$ cat config.mk
export PLATFORM = sky130hd
export DESIGN_NAME = mem_stage
export DESIGN_NICKNAME = d
export VERILOG_FILES = /design/src/rtl/mem_pkg.sv /design/src/rtl/mem_align.sv /design/src/rtl/mem_stage.sv
export SDC_FILE = /design/constraint.sdc
export NUM_CORES = 1
export LEC_CHECK = 0
export ABC_AREA = 1
export BUFFER_PORTS_ARGS = -buffer_cell sky130_fd_sc_hd__buf_2
export CORE_UTILIZATION = 35
export CTS_BUF_LIST = sky130_fd_sc_hd__clkbuf_4
export CTS_CLUSTER_DIAMETER = 30
export DETAILED_ROUTE_END_ITERATION = 7
export PLACE_DENSITY_LB_ADDON = 0.12
export SLEW_MARGIN = 25
export SYNTH_ARGS = -nofsm -noshare
export SYNTH_HDL_FRONTEND = slang
export SYNTH_SLANG_ARGS = --single-unit
$ cat constraint.sdc
create_clock -name clock -period 1.2 [get_ports clock]
set_input_delay 0.12 -clock clock [delete_from_list [all_inputs] [get_ports clock]]
set_output_delay 0.12 -clock clock [all_outputs]
set_load 0.005 [all_outputs]
$ cat src/rtl/mem_pkg.sv
// Shared definitions for the memory-access stage.
//   MEMOP_*        : access-type encodings carried on in_MemOp
//   state_e        : access FSM states
//   DefaultTimeout : default BUSY cycle budget before an access is aborted
package mem_pkg;

  localparam logic [2:0] MEMOP_B  = 3'b000;
  localparam logic [2:0] MEMOP_H  = 3'b001;
  localparam logic [2:0] MEMOP_W  = 3'b010;
  localparam logic [2:0] MEMOP_BU = 3'b100;
  localparam logic [2:0] MEMOP_HU = 3'b101;

  localparam int unsigned DefaultTimeout = 16;

  typedef enum logic [0:0] {
    StIdle,
    StBusy
  } state_e;

endpackage

$ cat src/rtl/mem_align.sv
// Combinational lane logic for the memory stage.
//   addr_lo_i    : low two address bits
//   memop_i      : access type
//   load_i       : load requested
//   store_i      : store requested
//   store_data_i : raw store data
//   rdata_i      : read data word from memory
//   fault_o      : misaligned, illegal MemOp, or load+store together
//   be_o         : byte enables (all ones for loads)
//   wdata_o      : lane-replicated store data
//   load_data_o  : extracted and extended load value
module mem_align
  import mem_pkg::*;
(
  input  logic [1:0]  addr_lo_i,
  input  logic [2:0]  memop_i,
  input  logic        load_i,
  input  logic        store_i,
  input  logic [31:0] store_data_i,
  input  logic [31:0] rdata_i,
  output logic        fault_o,
  output logic [3:0]  be_o,
  output logic [31:0] wdata_o,
  output logic [31:0] load_data_o
);

  logic        misaligned;
  logic        illegal_op;
  logic [7:0]  byte_val;
  logic [15:0] half_val;

  always_comb begin
    misaligned = 1'b0;
    illegal_op = 1'b0;
    be_o       = 4'hf;
    wdata_o    = store_data_i;
    unique case (memop_i)
      MEMOP_B, MEMOP_BU: begin
        be_o    = 4'b0001 << addr_lo_i;
        wdata_o = {4{store_data_i[7:0]}};
      end
      MEMOP_H, MEMOP_HU: begin
        misaligned = addr_lo_i[0];
        be_o       = addr_lo_i[1] ? 4'b1100 : 4'b0011;
        wdata_o    = {2{store_data_i[15:0]}};
      end
      MEMOP_W: misaligned = (addr_lo_i != 2'b00);
      default: illegal_op = 1'b1;
    endcase
    // Loads always fetch the whole word; lane selection happens on return.
    if (load_i) be_o = 4'hf;
  end

  assign fault_o = illegal_op | misaligned | (load_i & store_i);

  assign byte_val = rdata_i[{addr_lo_i, 3'b000} +: 8];
  assign half_val = rdata_i[{addr_lo_i[1], 4'b0000} +: 16];

  always_comb begin
    unique case (memop_i)
      MEMOP_B:  load_data_o = {{24{byte_val[7]}}, byte_val};
      MEMOP_BU: load_data_o = {24'h0, byte_val};
      MEMOP_H:  load_data_o = {{16{half_val[15]}}, half_val};
      MEMOP_HU: load_data_o = {16'h0, half_val};
      default:  load_data_o = rdata_i;
    endcase
  end

endmodule

$ cat src/rtl/mem_stage.sv
// Memory-access pipeline stage between EX/MEM and MEM/WB.
//   clock, reset          : clock and synchronous active-high reset
//   in_*                  : EX/MEM register contents (held stable while stall is high)
//   stall                 : freeze upstream stages
//   dmem_*                : req/ack data-memory bus (request held until ack or timeout)
//   wb_data/wb_rd/wb_RegWr: MEM/WB register outputs
//   mem_fault             : one-cycle pulse on misaligned/illegal access or bus timeout
module mem_stage
  import mem_pkg::*;
#(
  parameter int unsigned TIMEOUT = DefaultTimeout
) (
  input  logic        clock,
  input  logic        reset,
  input  logic [31:0] in_ALUout,
  input  logic [31:0] in_busB,
  input  logic [2:0]  in_MemOp,
  input  logic [4:0]  in_rd,
  input  logic        in_MemtoReg,
  input  logic        in_RegWr,
  input  logic        in_MemWr,
  output logic        stall,
  output logic        dmem_req,
  output logic        dmem_we,
  output logic [31:0] dmem_addr,
  output logic [3:0]  dmem_be,
  output logic [31:0] dmem_wdata,
  input  logic        dmem_ack,
  input  logic [31:0] dmem_rdata,
  output logic [31:0] wb_data,
  output logic [4:0]  wb_rd,
  output logic        wb_RegWr,
  output logic        mem_fault
);

  localparam int unsigned     CntW    = $clog2(TIMEOUT);
  localparam logic [CntW-1:0] LastCnt = CntW'(TIMEOUT - 1);

  state_e          state_q, state_d;
  logic [CntW-1:0] cnt_q, cnt_d;
  logic            req_q, req_d;
  logic            we_q, we_d;
  logic [31:0]     addr_q, addr_d;
  logic [3:0]      be_q, be_d;
  logic [31:0]     wdata_q, wdata_d;
  logic [31:0]     wb_data_q, wb_data_d;
  logic [4:0]      wb_rd_q, wb_rd_d;
  logic            wb_regwr_q, wb_regwr_d;
  logic            fault_q, fault_d;

  logic        access;
  logic        align_fault;
  logic [3:0]  align_be;
  logic [31:0] align_wdata;
  logic [31:0] load_data;

  assign access = in_MemtoReg | in_MemWr;

  mem_align u_align (
    .addr_lo_i    (in_ALUout[1:0]),
    .memop_i      (in_MemOp),
    .load_i       (in_MemtoReg),
    .store_i      (in_MemWr),
    .store_data_i (in_busB),
    .rdata_i      (dmem_rdata),
    .fault_o      (align_fault),
    .be_o         (align_be),
    .wdata_o      (align_wdata),
    .load_data_o  (load_data)
  );

  always_comb begin
    state_d    = state_q;
    cnt_d      = cnt_q;
    req_d      = req_q;
    we_d       = we_q;
    addr_d     = addr_q;
    be_d       = be_q;
    wdata_d    = wdata_q;
    wb_data_d  = wb_data_q;
    wb_rd_d    = wb_rd_q;
    wb_regwr_d = 1'b0;
    fault_d    = 1'b0;
    stall      = 1'b0;
    unique case (state_q)
      StIdle: begin
        if (!access) begin
          wb_data_d  = in_ALUout;
          wb_rd_d    = in_rd;
          wb_regwr_d = in_RegWr;
        end else if (align_fault) begin
          fault_d = 1'b1;
        end else begin
          stall   = 1'b1;
          state_d = StBusy;
          cnt_d   = '0;
          req_d   = 1'b1;
          we_d    = in_MemWr;
          addr_d  = {in_ALUout[31:2], 2'b00};
          be_d    = align_be;
          wdata_d = align_wdata;
        end
      end
      StBusy: begin
        // Ack beats timeout when both land in the same cycle.
        if (dmem_ack) begin
          state_d = StIdle;
          req_d   = 1'b0;
          if (!we_q) begin
            wb_data_d  = load_data;
            wb_rd_d    = in_rd;
            wb_regwr_d = in_RegWr;
          end
        end else if (cnt_q == LastCnt) begin
          state_d = StIdle;
          req_d   = 1'b0;
          fault_d = 1'b1;
        end else begin
          stall = 1'b1;
          cnt_d = cnt_q + CntW'(1);
        end
      end
      default: state_d = StIdle;
    endcase
  end

  always_ff @(posedge clock) begin
    if (reset) begin
      state_q    <= StIdle;
      cnt_q      <= '0;
      req_q      <= 1'b0;
      we_q       <= 1'b0;
      addr_q     <= '0;
      be_q       <= '0;
      wdata_q    <= '0;
      wb_data_q  <= '0;
      wb_rd_q    <= '0;
      wb_regwr_q <= 1'b0;
      fault_q    <= 1'b0;
    end else begin
      state_q    <= state_d;
      cnt_q      <= cnt_d;
      req_q      <= req_d;
      we_q       <= we_d;
      addr_q     <= addr_d;
      be_q       <= be_d;
      wdata_q    <= wdata_d;
      wb_data_q  <= wb_data_d;
      wb_rd_q    <= wb_rd_d;
      wb_regwr_q <= wb_regwr_d;
      fault_q    <= fault_d;
    end
  end

  assign dmem_req   = req_q;
  assign dmem_we    = we_q;
  assign dmem_addr  = addr_q;
  assign dmem_be    = be_q;
  assign dmem_wdata = wdata_q;
  assign wb_data    = wb_data_q;
  assign wb_rd      = wb_rd_q;
  assign wb_RegWr   = wb_regwr_q;
  assign mem_fault  = fault_q;

endmodule

==> results of run 1 <==
final cells by class:
cell class,count,area share
Antenna cell,1,0.000267
Tap cell,211,0.0282
Inverter,71,0.0297
Sequential cell,112,0.242
Clock buffer,9,0.00722
Multi-Input combinational cell,561,0.336
Clock inverter,7,0.0164
Timing Repair Buffer,392,0.341
cell families after synthesis:
family,share of synthesized area
XOR/XNOR,0.00159
buffers and inverters,0.112
AO/OA/AOI/OAI,0.215
adder cells (fa/ha/maj),0.00227
AND/OR/NAND/NOR,0.262
other,0.000680
flip-flops,0.407
registers in the layout (all words and copies together) (netlist names):
name / flops
dmem_be: 4
dmem_req: 1
dmem_we: 1
wb_RegWr: 1
cnt_q: 4
wb_data: 32
mem_fault: 1
dmem_wdata: 32
dmem_addr: 30
wb_rd: 5
state_q: 1
critical path, cell delays in order, from the launching register on:
cell and delay, ns:
dfxtp_4 0.39, nor2_4 0.13, nand3_4 0.09, buf_6 0.14, nand2_4 0.07, buf_6 0.09
Yosys cell counts, types with 13 or more instances:
master	number	area, um2
nand3_1	40	200
nor2_1	35	131
clkbuf_1	26	97.6
o21ai_0	82	410
inv_1	67	251
nand4_1	30	188
a21oi_1	121	606
or2_2	22	138
o21ai_1	13	65.1
buf_2	18	90.1
dfxtp_1	112	2240
nand2_1	187	702
through the flow:
stage          hold WS (ns)  setup TNS, ns  cell area, um2
3_5_place_dp          0.349         -11.81            7100
4_1_cts            0.000187         -16.06            8850
2_1_floorplan         0.246        -0.0626            5540
6_report            0.00849         -18.49            9360
3_3_place_gp          0.347         -11.41            7100
5_1_grt              0.0110         -24.85            9360
timing repair:
item	CTS	global route
endpoints found under the setup margin	115	120
cloned	10	8
pin swaps	25	29
buffers inserted	28	12
hold buffers	63	0
gates resized for setup	121	115
endpoints found under the hold margin	87	0
final timing paths:
check / endpoint / slack (ns) / startpoint
worst min-delay path: wb_data[21] / 0.008 / dmem_rdata[21]
worst min register to register: dmem_wdata[0] / 0.45 / dmem_wdata[0]
worst max-delay path: stall / -0.34 / state_q
worst max register to register: wb_data[23] / -0.28 / state_q
power by group through the flow:
stage	Sequential [mW]	Clock, mW	Combinational (mW)
6_report	4.20	2.72	3.03
5_1_grt	4.24	2.90	3.26
4_1_cts	4.19	2.74	2.70
3_5_place_dp	4.25	0	1.99
3_3_place_gp	4.25	0	1.98
2_1_floorplan	4.26	0	1.03
cell usage in the layout, fill, tap and decap left out, drive strengths merged:
master	netlist	layout
or2	22	22
nand4	30	30
a22oi	1	1
nand3	42	42
o21ai	95	95
diode	0	1
dfxtp	112	112
conb	1	2
bufinv	0	4
nor3	4	4
a21oi	121	121
inv	71	71
buf	36	323
nand2	191	191
dlygate4sd3	0	63
ha	1	1
nor2	38	38
o211ai	9	9
clkinv	0	2
clkinvlp	0	1
o21bai	2	2
clkbuf	28	15
o21a	2	2
xor2	1	1
layer usage:
metal  part of all wire  global-route usage
met3              0.063              0.0456
met2               0.49               0.457
met1               0.41               0.327
met5                  0                   0
met4              0.037               0.130
==> out/metrics.yaml, run 1 <==
grt_pass1_wl_um: 33600
multi_input_area_um2: 3140
fin_crit_sh: 1.28
p_leak_nw: 4.41
violations: "negative setup slack"
cp-end-kind: "output pin"
timing.fmax_mhz: 651
yosysWarningCount: 0
dieWidth_um: 128
hold_class: "in -> reg"
sw_frac_of_total: 0.312
die_h_um: 128
crit_fanout: 3
numClockSinks: 112
dr.pass1.iters: 6
grt_overflow: 0
finalSetupViolations: 113
final_util: 0.611
grt_max_degree: 63
reg2reg_depth: 10
htreeDepth: 3
max_cap_violations: 0
syn_area_per_cell_um2: 6.83
start_kind: "flip-flop"
min_period_ns: 1.54
outcome: "complete, but fails checks"
layout-drive-gt1-share: 0.430
synth_seq_area_share: 0.407
drc: 0
clockPowerShare: 0.273
switching_power_mw: 3.11
clockRootBuffer: "clkbuf_4"
grtUsageTotal: 0.268
gp_congestion: 0.876
wl_um: 23000
powerDensity_nw_per_um2: 1060
grt_pass1_vias: 6454
worstSetupPathType: "reg -> out"
wl_per_cell_um: 16.8
via_per_inst: 4.99
p_total_mw: 9.95
rsz0062_at_grt: "true"
combPwrFrac: 0.305
ys.flop_type: "dfxtp_1"
cp.arrival_ns: 1.42
port_buffers: 217
place_inst: 1234
clockBufferDepth: 2
syn-instance-count: 807
yosys.cell_types.count: 28
p_int_mw: 6.84
start_util: 0.360
dieArea_um2: 16300
worstSkewPairLatency_ns: 0.51
hold_viol: 0
nNetsFinal: 1258
clkTransAtPathRegs_ns: 0.19
pin_count: 220
synth-async-reset-ratio: 0
maxSlewViolCount: 0
vias: 6804
antenna_found_initial: 1
crit_required_ns: 1.08
drt_iter0_markers: 368
layout_setup_ws_ns: -0.336
n_fill_cell: 1442
numCtsBuffers: 9
worstHoldPathCells: 5
area_delta_synth_final_pct: 69.8
std_cell_rows: 45
ir_worst_vdd_uv: 589
syn_area_um2: 5510
regArea_um2: 2260
ys_ff_latch: 112
drtAntennaViolNets: 0
finalNonFillerCells: 1364
synth_edf_count: 0
seqPwrFrac: 0.422
hpwl_um: 14300
cts_tree: "yes"
core_um2: 15300
clock_skew_ns: 0.0147
place_ws_ns: -0.181
Power figures use the tool's default switching activity.
==> run 2: changes to the inputs <==
--- a/config.mk
+++ b/config.mk
@@ -12,6 +12,7 @@
 export CTS_CLUSTER_DIAMETER = 30
 export DETAILED_ROUTE_END_ITERATION = 7
 export PLACE_DENSITY_LB_ADDON = 0.12
+export SETUP_SLACK_MARGIN = 0.05
 export SLEW_MARGIN = 25
 export SYNTH_ARGS = -nofsm -noshare
 export SYNTH_HDL_FRONTEND = slang
==> run 2 against run 1 <==
Against the previous run:
- the flow still finishes with violations (negative setup slack)
- count of clock-buffer cells in the layout unchanged
- routed wire length increased by 1.2%
- design area grew 5.6%
- combinational power grew 5%
- register-to-register slack better by 0.04 ns
- critical endpoint unchanged
- largest power group unchanged
==> out/metrics.yaml, run 2 (same netlist as run 1, synthesis figures left out) <==
violations: "negative setup slack"
vias: 6904
worstSkewPairLatency_ns: 0.51
whs_ns: 0.0296
p_leak_nw: 4.59
start_kind: "flip-flop"
timing.fmax_mhz: 646
grtUsageTotal: 0.252
die_h_um: 128
antenna_found_initial: 1
slew_headroom: 0.638
wl_um: 23200
hold_class: "in -> reg"
layout_setup_ws_ns: -0.347
dpl_cell_area_um2: 7080
core_um2: 15300
numCtsBuffers: 9
drt_iter0_markers: 389
grt_pass1_vias: 6029
clockRootBuffer: "clkbuf_4"
clkTransAtPathRegs_ns: 0.21
cp.arrival_ns: 1.43
slowest_delay_ns: 0.41
dieWidth_um: 128
std_cell_rows: 45
outcome: "complete, but fails checks"
place_ws_ns: -0.190
via_per_inst: 5.06
wl_per_cell_um: 17.0
cp-startpoint: "cnt_q[0]"
fin_tns_setup_ns: -18.02
stdcell_area_um2: 9880
maxSlewViolCount: 0
grt_overflow: 0
clock_skew_ns: 0.0331
start_util: 0.360
nNetsFinal: 1259
hold_start: "dmem_rdata[21]"
worst_pin_slew_ns: 0.544
powerDensity_nw_per_um2: 958
min_period_ns: 1.55
grt_pass1_wl_um: 31700
max_cap_violations: 0
hpwl_um: 14300
regToRegStartpoint: "state_q"
finalSetupViolations: 111
p_total_mw: 9.46
numClockSinks: 112
fin_crit_sh: 1.29
layout-drive-gt1-share: 0.523
gp_congestion: 0.847
cts_tree: "yes"
dr.pass1.iters: 5
drc: 0
critical_path.slowest_cell: "dfxtp_2"
worstSetupPathType: "reg -> out"
grt_max_degree: 63
clockBufferDepth: 2
rsz0062_at_grt: "true"
port_buffers: 217
crit_fanout: 2
ir_worst_vdd_uv: 697
htreeDepth: 3
cp_cell_sequence: "ha_4 > nand3_4 > nand3_4 > nand2_4 > buf_6"
area_delta_synth_final_pct: 79.2
cpMostUsedCell: "nand3_4"
pin_count: 220
final_cell_mix: "186 x buf_2, 153 x nand2_1, 81 x dfxtp_2"
cp-end-kind: "output pin"
hold_viol: 0
crit_required_ns: 1.08
drtAntennaViolNets: 0
dieArea_um2: 16300
final_common_cell: "buf_2"
[run 2: changes by cell type in the layout (fill, tap and decap cells not counted), sizes merged]
cell         delta
buf            -12
dlygate4sd3     +8
clkbuf          +5
bufinv          -4
inv             +3
clkinv          +1
[run 2: critical path: cells and delay by family (launching register included)]
kind          cells  cell delay, ns
buf+inv           1            0.11
flops             1            0.41
fa+ha+maj         1            0.16
simple gates      3            0.24
[run 2: per-stage QoR]
| stage | util | cells |
|---|---|---|
| after detailed placement | 0.462 | 1229 |
| after floorplan | - | 808 |
| after global placement | 0.462 | 1229 |
| final | 0.645 | 1365 |
| after CTS | 0.546 | 1332 |
| after global routing | 0.645 | 1365 |
[run 2: metal layers]
metal | vias to the layer above | routed length [um] | track usage | part of all wire
li1 | 3355 | - | - | -
met1 | 3247 | 9390 | 0.304 | 0.40
met2 | 265 | 11900 | 0.443 | 0.51
met3 | 37 | 1440 | 0.0452 | 0.062
met4 | 0 | 553 | 0.0952 | 0.024
met5 | - | 0 | 0 | 0
[run 2: worst paths after layout]
check,slack (ns),endpoint,depth (start not counted)
worst max register to register,-0.24,dmem_wdata[0],7
worst max-delay path,-0.35,stall,5
worst min-delay path,0.03,wb_data[5],5
worst min register to register,0.45,dmem_wdata[17],2
[run 2: final cells by class]
class                      instances  area (um2)
clock buffer                       9        67.6
sequential                       112        2370
timing repair buffer             393        3360
clock inverter                     7        78.8
tap                              211         264
antenna                            1        2.50
inverter                          71         283
multi-input combinational        561        3460
fill                            1375        5430
[run 2: repair_timing]
| action | in CTS | in global routing |
|---|---|---|
| resized for setup | 86 | 320 |
| hold buffers | 71 | 0 |
| buffers inserted | 11 | 17 |
| cloned | 6 | 16 |
| pin swaps | 8 | 18 |
| hold endpoints to repair | 86 | 0 |
| endpoints found under the setup margin | 172 | 196 |
[run 2: power by group]
part | total (mW) | internal, mW | switching (mW) | leakage (nW)
logic | 3.18 | 1.62 | 1.56 | 3.55
registers | 4.27 | 4.06 | 0.209 | 0.956
clock network | 2.01 | 0.513 | 1.50 | 0.0794
==> run 3: changes to the inputs <==
--- a/config.mk
+++ b/config.mk
@@ -7,7 +7,9 @@
 export LEC_CHECK = 0
 export ABC_AREA = 1
 export BUFFER_PORTS_ARGS = -buffer_cell sky130_fd_sc_hd__buf_2
-export CORE_UTILIZATION = 35
+export CELL_PAD_IN_SITES_DETAIL_PLACEMENT = 0
+export CELL_PAD_IN_SITES_GLOBAL_PLACEMENT = 1
+export CORE_UTILIZATION = 34
 export CTS_BUF_LIST = sky130_fd_sc_hd__clkbuf_4
 export CTS_CLUSTER_DIAMETER = 30
 export DETAILED_ROUTE_END_ITERATION = 7
==> constraint.sdc (replaced) <==
create_clock -name clock -period 1.6 [get_ports clock]
set_input_delay 0.16 -clock clock [delete_from_list [all_inputs] [get_ports clock]]
set_output_delay 0.16 -clock clock [all_outputs]
set_load 0.005 [all_outputs]
==> run 3 against run 2 <==
Against the previous run:
- the flow now finishes without violations
- setup slack improved by 0.40 ns
- clock skew fell by 0.012 ns
- die area rose by 2.9%
- design area fell by 23%
- largest cell class unchanged
==> out/metrics.yaml, run 3 (same netlist as run 1, synthesis figures left out) <==
start_util: 0.347
final_common_cell: "buf_2"
combPwrFrac: 0.247
wl_um: 20000
critical_path.slowest_cell: "dfxtp_2"
clockBufferDepth: 2
vias: 6184
start_kind: "flip-flop"
pin_count: 220
grt_pass1_wl_um: 30100
path_buf_inv: 1
core_um2: 15900
p_total_mw: 6.27
final_util: 0.480
hold_class: "in -> reg"
drtAntennaViolNets: 0
via_per_inst: 4.83
crit_required_ns: 1.44
regArea_um2: 2250
n_fill_cell: 1781
stdcell_area_um2: 7630
fin_crit_sh: 0.967
numCtsBuffers: 9
rsz0062_at_grt: "true"
multi_input_area_um2: 2730
area_delta_synth_final_pct: 38.3
clockPowerShare: 0.253
place_ws_ns: 0.113
grtUsageTotal: 0.236
clockRootBuffer: "clkbuf_4"
min_period_ns: 1.55
finalSetupViolations: 0
finalNonFillerCells: 1281
outcome: "complete, no violations"
powerDensity_nw_per_um2: 822
layout_setup_ws_ns: 0.0529
numClockSinks: 112
slowest_delay_ns: 0.40
final_cell_mix: "216 x buf_2, 186 x nand2_1, 121 x a21oi_1"
gp_congestion: 0.845
wl_per_cell_um: 15.6
switching_power_mw: 2.06
dpl_cell_area_um2: 6800
ir_worst_vdd_uv: 436
std_cell_rows: 46
clkTransAtPathRegs_ns: 0.20
antenna_found_initial: 2
max_cap_violations: 0
drt_iter0_markers: 258
rrSetupSlack_ns: 0.17
crit_fanout: 2
cts_tree: "yes"
place_inst: 1204
sw_frac_of_total: 0.328
dieWidth_um: 129
nNetsFinal: 1169
cp.arrival_ns: 1.39
die_h_um: 129
cpMostUsedCell: "nand3_4"
drc: 0
grt_max_degree: 59
grt_pass1_vias: 5687
dieArea_um2: 16700
fin_tns_setup_ns: 0
layout-drive-gt1-share: 0.294
seqPwrFrac: 0.500
worstSkewPairLatency_ns: 0.50
maxSlewViolCount: 0
whs_ns: 0.0392
clock_skew_ns: 0.0207
hpwl_um: 14200
port_buffers: 217
grt_overflow: 0
cp_cell_sequence: "ha_4 > nand3_4 > nand3_4 > nand2_4 > buf_6"
worstSetupPathType: "reg -> out"
cp-end-kind: "output pin"
p_int_mw: 4.21
htreeDepth: 3
critPathTopFamily: "flip-flops"
hold_viol: 0
p_leak_nw: 3.71
timing.fmax_mhz: 646
dr.pass1.iters: 4
-- run 3: layout make-up --
type / instances / area share
diodes: 2 / 0.000656
clock buffers: 9 / 0.00886
clock inverters: 7 / 0.0113
inverters: 71 / 0.0353
multi-input cells: 561 / 0.358
flip-flops and latches: 112 / 0.295
well taps: 216 / 0.0354
repair buffers: 303 / 0.255
-- run 3: path summary, 6_finish.rpt --
path / startpoint / endpoint / depth (start not counted)
setup reg to reg: state_q / wb_rd[1] / 8
hold reg to reg: dmem_wdata[12] / dmem_wdata[12] / 2
hold / removal: dmem_rdata[6] / wb_data[6] / 5
setup / recovery: cnt_q[1] / stall / 5
-- run 3: metal layers --
layer / part of all wire / track usage
met5: 0 / 0
met4: 0.017 / 0.0830
met3: 0.051 / 0.0438
met2: 0.49 / 0.402
met1: 0.44 / 0.296
-- run 3: worst min-delay path, cell delays in order --
cell	delay (ns)
buf_2	0.08
nand2_1	0.04
nand4_1	0.09
nand2_1	0.06
a21oi_1	0.10
-- run 3: repair_timing --
action,CTS,global route
gates cloned,0,1
gates resized for setup,13,6
setup endpoints to repair,1,37
pin swaps,3,2
buffers inserted,8,1
hold buffers,49,0
hold endpoints to repair,63,0
-- run 3: power groups by stage --
stage / sequential [mW] / clock, mW / combinational (mW)
floorplan: 3.20 / 0 / 0.756
global placement: 3.20 / 0 / 1.39
detailed placement: 3.20 / 0 / 1.40
CTS: 3.14 / 1.63 / 1.53
global route: 3.16 / 1.73 / 1.72
finish: 3.13 / 1.59 / 1.55
